[src/rtl/fetch_pkg.sv]
// Shared constants and state encoding for the instruction fetch unit.
// Optional fetch counter is enabled with the FETCH_CNT_EN macro.
package fetch_pkg;

    localparam int PC_W   = 7;
    localparam int INST_W = 8;
    localparam int CNT_W  = 16;

    localparam logic [INST_W-1:0] HALT_OPCODE = 8'hFF;
    localparam logic [CNT_W-1:0]  CNT_MAX     = '1;

    typedef enum logic [1:0] {
        IDLE  = 2'd0,
        FETCH = 2'd1,
        HALT  = 2'd2
    } fetch_state_t;

endpackage

[src/rtl/inst_fetch_if.sv]
// ROM and decode-side signals of the fetch unit; master = fetch unit, slave = ROM/decode/execute.
// fetch_cnt exists only when FETCH_CNT_EN is defined.
interface inst_fetch_if;
    import fetch_pkg::*;

    logic [PC_W-1:0]   rom_addr;
    logic [INST_W-1:0] rom_data;
    logic [INST_W-1:0] inst;
    logic [PC_W-1:0]   inst_pc;
    logic              inst_valid;
    logic              inst_ready;
    logic              branch_en;
    logic [PC_W-1:0]   branch_target;
    logic              halt;
`ifdef FETCH_CNT_EN
    logic [CNT_W-1:0]  fetch_cnt;

    modport master (
        output rom_addr, inst, inst_pc, inst_valid, halt, fetch_cnt,
        input  rom_data, inst_ready, branch_en, branch_target
    );
    modport slave (
        input  rom_addr, inst, inst_pc, inst_valid, halt, fetch_cnt,
        output rom_data, inst_ready, branch_en, branch_target
    );
`else
    modport master (
        output rom_addr, inst, inst_pc, inst_valid, halt,
        input  rom_data, inst_ready, branch_en, branch_target
    );
    modport slave (
        input  rom_addr, inst, inst_pc, inst_valid, halt,
        output rom_data, inst_ready, branch_en, branch_target
    );
`endif

endinterface

[src/rtl/inst_fetch.sv]
// Instruction fetch unit: PC, IDLE/FETCH/HALT control and the registered instruction to decode.
// Define FETCH_CNT_EN to add the saturating accepted-instruction counter (bus.fetch_cnt).
module inst_fetch
    import fetch_pkg::*;
#(
    parameter logic [PC_W-1:0] START_PC = '0
) (
    input  logic         clk,
    input  logic         rst_n,
    input  logic         start,
    inst_fetch_if.master bus
);

    fetch_state_t      state_q, state_d;
    logic [PC_W-1:0]   pc_q, pc_d;
    logic [INST_W-1:0] inst_q, inst_d;
    logic [PC_W-1:0]   inst_pc_q, inst_pc_d;
    logic              valid_q, valid_d;
    logic              capture_ok;
    logic              accept;

    assign capture_ok = !valid_q || bus.inst_ready;
    assign accept     = valid_q && bus.inst_ready;

    // NOTE: every output of this block is given a default first, so no path can infer a latch.
    always_comb begin
        state_d   = state_q;
        pc_d      = pc_q;
        inst_d    = inst_q;
        inst_pc_d = inst_pc_q;
        valid_d   = valid_q;

        unique case (state_q)
            IDLE: begin
                if (accept) valid_d = 1'b0;
                if (start)  state_d = FETCH;
            end
            FETCH: begin
                // A redirect outranks both capture and halt detection.
                if (bus.branch_en) begin
                    pc_d    = bus.branch_target;
                    valid_d = 1'b0;
                end else if (capture_ok) begin
                    if (bus.rom_data == HALT_OPCODE) begin
                        valid_d = 1'b0;
                        state_d = HALT;
                    end else begin
                        inst_d    = bus.rom_data;
                        inst_pc_d = pc_q;
                        valid_d   = 1'b1;
                        pc_d      = pc_q + PC_W'(1);
                    end
                end
            end
            HALT: begin
                if (bus.branch_en) begin
                    pc_d    = bus.branch_target;
                    valid_d = 1'b0;
                    state_d = FETCH;
                end else if (accept) begin
                    valid_d = 1'b0;
                end
            end
            default: state_d = IDLE;
        endcase
    end

    // NOTE: state registers use non-blocking assignments so all of them update together at the edge.
    always_ff @(posedge clk) begin
        if (!rst_n) begin
            state_q   <= IDLE;
            pc_q      <= START_PC;
            inst_q    <= '0;
            inst_pc_q <= '0;
            valid_q   <= 1'b0;
        end else begin
            state_q   <= state_d;
            pc_q      <= pc_d;
            inst_q    <= inst_d;
            inst_pc_q <= inst_pc_d;
            valid_q   <= valid_d;
        end
    end

    assign bus.rom_addr   = pc_q;
    assign bus.inst       = inst_q;
    assign bus.inst_pc    = inst_pc_q;
    assign bus.inst_valid = valid_q;
    assign bus.halt       = (state_q == HALT);

`ifdef FETCH_CNT_EN
    logic [CNT_W-1:0] cnt_q;

    always_ff @(posedge clk) begin
        if (!rst_n) begin
            cnt_q <= '0;
        end else if (accept && (cnt_q != CNT_MAX)) begin
            cnt_q <= cnt_q + CNT_W'(1);
        end
    end

    assign bus.fetch_cnt = cnt_q;
`endif

endmodule

[src/flat_wrapper.sv]
// flat-port wrapper written by rule: the top's interface ports become plain ports
module inst_fetch_flat import fetch_pkg::*;
#(
    parameter logic [PC_W-1:0] START_PC = '0
)
  (clk, rst_n, start, bus_rom_addr, bus_inst, bus_inst_pc, bus_inst_valid, bus_halt, bus_rom_data, bus_inst_ready, bus_branch_en, bus_branch_target);
  inst_fetch_if bus_i ();
  input  logic clk;
  input  logic rst_n;
  input  logic start;
  output wire logic [$bits(bus_i.rom_addr)-1:0] bus_rom_addr;
  output wire logic [$bits(bus_i.inst)-1:0] bus_inst;
  output wire logic [$bits(bus_i.inst_pc)-1:0] bus_inst_pc;
  output wire logic [$bits(bus_i.inst_valid)-1:0] bus_inst_valid;
  output wire logic [$bits(bus_i.halt)-1:0] bus_halt;
  input wire logic [$bits(bus_i.rom_data)-1:0] bus_rom_data;
  input wire logic [$bits(bus_i.inst_ready)-1:0] bus_inst_ready;
  input wire logic [$bits(bus_i.branch_en)-1:0] bus_branch_en;
  input wire logic [$bits(bus_i.branch_target)-1:0] bus_branch_target;
  assign bus_rom_addr = bus_i.rom_addr;
  assign bus_inst = bus_i.inst;
  assign bus_inst_pc = bus_i.inst_pc;
  assign bus_inst_valid = bus_i.inst_valid;
  assign bus_halt = bus_i.halt;
  assign bus_i.rom_data = bus_rom_data;
  assign bus_i.inst_ready = bus_inst_ready;
  assign bus_i.branch_en = bus_branch_en;
  assign bus_i.branch_target = bus_branch_target;
  inst_fetch #(.START_PC(START_PC)) u_core (.clk(clk), .rst_n(rst_n), .start(start), .bus(bus_i));
endmodule
[config.mk]
export PLATFORM = sky130hd
export DESIGN_NAME = inst_fetch_flat
export DESIGN_NICKNAME = d
export VERILOG_FILES = /design/src/rtl/fetch_pkg.sv /design/src/rtl/inst_fetch_if.sv /design/src/rtl/inst_fetch.sv /design/src/flat_wrapper.sv
export SDC_FILE = /design/constraint.sdc
export NUM_CORES = 1
export LEC_CHECK = 0
export ABC_CLOCK_PERIOD_IN_PS = 2600
export BUFFER_PORTS_ARGS = -buffer_cell sky130_fd_sc_hd__buf_2
export CORE_ASPECT_RATIO = 0.7
export CORE_UTILIZATION = 55
export CTS_BUF_LIST = sky130_fd_sc_hd__clkbuf_4
export CTS_CLUSTER_DIAMETER = 60
export CTS_CLUSTER_SIZE = 8
export DETAILED_ROUTE_END_ITERATION = 10
export PLACE_DENSITY_LB_ADDON = 0.15
export RECOVER_POWER = 50
export SYNTH_ARGS = -nofsm -noshare
export SYNTH_HDL_FRONTEND = slang
export SYNTH_SLANG_ARGS = --single-unit
[constraint.sdc]
create_clock -name clk -period 2.6 [get_ports clk]
set_input_delay 0.39 -clock clk [delete_from_list [all_inputs] [get_ports clk]]
set_output_delay 0.39 -clock clk [all_outputs]
set_load 0.01 [all_outputs]
==> run metrics <==
die width=around 59 microns; Crit. End Element=flop; Layout fillers=about 180; slew at the pin with the worst max-slew slack=about 1.0 ns; CTS resizes=0; dpl ws=between 0.5 and 0.6 ns; EDFF count, synth=0; Non-Filler Instances=between 200 and 250; Final Cycle Share=roughly three quarters; fraction of layout cells with a size suffix above 1=about 15%; Fmax achieved=~0.52 GHz; # Max-Cap Violations=0; Rel. slew slack=about a third; sequential-to-total area share from yosys stat=roughly two fifths; power density over the cells=roughly 550 mW/mm^2; Net Count, Synth=roughly 170; sw power=249.7 uW; total CTS buffers=3; Final setup viols=0; setup TNS=0 ns; height of the die=approximately 42 microns; Congestion Overflow GR=0; Sw Ratio=around 31%; Vias=around 1200; pin count of the biggest net entering global routing=22; Post-synth ARST share=0%; initial DRC count=just under 60; Pwr Total=just over 800 uW; IO Pins=44; combinational fraction of design power=between 20 and 25%; Syn Std Cell Area=between 0.001 and 0.0015 sq mm; main flop type after synthesis=dfxtp_1; Yosys warning total=0; register share of total power=between 50% and 60%; post-route setup slack=0.6800 ns; fin crit period=a little under 2 ns; critical path arrival=~2.1 ns; Power Internal=556.9 uW; Initial Util=62.55%; clock transition at the registers of the reported paths=between 0.1 and 0.15 ns; PortBufs=between 40 and 50; worst path cell trace=inv_1 -> ha_1 -> nor2b_1 -> o211ai_2 -> mux2i_1 -> nor2_1; worst-path maximum fanout=15; commonest non-fill, non-tap cell in the layout=dfxtp_1; core area=0.001984 sq mm; Max stage delay on crit path=~0.44 ns; post-DP HPWL=~2.2 mm; gr usage total=about 27%; Sink Count=25; RSZ-0062 raised after global routing=false; CTS tree=yes; NumNets Final=roughly 210; Crit Path Category=reg -> reg; #FFs+latches synth=25; most frequent cells in the layout=dfxtp_1, clkbuf_1, buf_2, nor2_1, mux2i_1; Via density=5.730; FP Rows=13; worst hold path class=in -> reg; Worst IR Drop VDD=0.0003936 V; post-synth cell types=33; dpl cells=207; syn avg cell area=8.866 sq um; CP Launch Type=flop; Worst Path Required=2.79 ns; synthesis-to-finish area growth=18.35%; CTS Hold Bufs=0; GPL Wtd Cong=about 0.83; final hold vios=0; Avg WL per Cell=14.49 microns; Mapped Cells=140; LEAKAGE=0.6666 nW; max-slew violations=0; Post-CTS Setup Bufs=0; Antenna Nets Post-Route=0; status=completed; root buf cell=clkbuf_4; Longest Clk Path Bufs=2; Die ar.=between 0.002 and 0.0025 sq mm; first-pass iteration count of the detailed router=4; Residual DRC=0; number of diodes=0; number of global-route vias before repair=between 1000 and 1500; Slowest-stage cell, CP=o211ai_2; first-pass GRT wire length=~5.1 mm; cell class contributing the biggest share of worst-path delay=compound AO/OA/AOI/OAI gates; initial antenna violation count=0; final WL=3.057 mm; worst skew pair latency=0.33 ns; Crit path buffers/inverters=1; Layout Skew=0.004952 ns; Clock Power Share=23.4%; H-tree Lvls=1
-- Yosys cell counts, types with 2 or more instances --
cell type | n | area share (%)
nand3_1 | 3 | 1.2
o22a_1 | 2 | 1.4
or2_1 | 2 | 1.0
nand2_1 | 13 | 3.9
ha_1 | 5 | 5.0
mux2i_1 | 15 | 12
or4_1 | 2 | 1.2
a32o_1 | 4 | 3.2
clkbuf_1 | 5 | 1.5
dfxtp_1 | 25 | 40
inv_1 | 6 | 1.8
o41ai_1 | 2 | 1.4
or3_1 | 2 | 1.0
and2_1 | 2 | 1.0
nor2b_1 | 3 | 1.5
nor2_1 | 19 | 5.7
o21ai_0 | 9 | 3.6
a21oi_1 | 6 | 2.4
-- worst reg2reg max path, delay by kind of cell, from the launching register on --
family | cells | cell delay, ns
AO/OA/AOI/OAI | 1 | 0.44
AND/OR/NAND/NOR | 2 | 0.30
multiplexers | 1 | 0.35
buffers and inverters | 1 | 0.10
flip-flops | 1 | 0.36
adder cells (fa/ha/maj) | 1 | 0.24
-- power by group through the flow --
| stage | clock [mW] | sequential [mW] | combinational (mW) |
|---|---|---|---|
| 3_3_place_gp | 0 | 0.439 | 0.180 |
| 4_1_cts | 0.187 | 0.431 | 0.189 |
| 6_report | 0.189 | 0.433 | 0.185 |
| 5_1_grt | 0.209 | 0.436 | 0.205 |
| 3_5_place_dp | 0 | 0.440 | 0.187 |
| 2_1_floorplan | 0 | 0.446 | 0.116 |
-- path summary, 6_finish.rpt --
| kind | startpoint | to | slack [ns] | depth (start not counted) |
|---|---|---|---|---|
| setup reg to reg | u_core.state_q[1] | u_core.bus.inst[2] | 0.68 | 6 |
| hold / removal | bus_branch_target[1] | u_core.bus.rom_addr[1] | 0.32 | 3 |
| hold reg to reg | u_core.bus.inst_pc[2] | u_core.bus.inst_pc[2] | 0.51 | 2 |
| setup / recovery | u_core.state_q[1] | u_core.bus.inst[2] | 0.68 | 6 |
-- logic make-up (layout without fill, tap and decap cells) --
family / after synthesis / in the layout / share of synthesized area [%]
AOI/OAI and AO/OA: 31 / 31 / 18.45
adders and majority gates: 5 / 5 / 5.040
buffers and inverters: 12 / 53 / 3.932
DFF: 25 / 25 / 40.32
muxes: 15 / 15 / 12.10
and+or+nand+nor: 52 / 52 / 20.16
-- metrics by stage --
step | utilization [%] | cell area, sq um | hold WS (ns)
final | 74.02 | 1469 | 0.3154
after global routing | 74.02 | 1469 | 0.3159
after CTS | 75.47 | 1498 | 0.3181
after detailed placement | 73.96 | 1468 | 0.4794
after global placement | 73.96 | 1468 | 0.4703
after floorplan | - | 1241 | 0.4837
-- sequential cells by signal (all words and copies together) (netlist names) --
name / cells
u_core.bus.inst_valid: 1
u_core.bus.inst_pc: 7
u_core.bus.rom_addr: 7
u_core.state_q: 2
u_core.bus.inst: 8
-- area by class of cell --
class / instances / area, sq um / area share (%)
Multi-Input combinational cell: 103 / 691.9 / 47.10
Sequential cell: 25 / 500.5 / 34.07
Timing Repair Buffer: 43 / 186.4 / 12.69
Tap cell: 30 / 37.54 / 2.555
Clock buffer: 4 / 30.03 / 2.044
Inverter: 6 / 22.52 / 1.533
-- per-layer routing --
| layer | global-route usage [%] | vias to the layer above | wire (microns) |
|---|---|---|---|
| li1 | - | 584 | - |
| met1 | 34.76 | 562 | 1318 |
| met2 | 45.23 | 57 | 1496 |
| met3 | 5.919 | 6 | 202 |
| met4 | 7.143 | 0 | 40 |
| met5 | 0 | - | 0 |
Power figures use the tool's default switching activity.
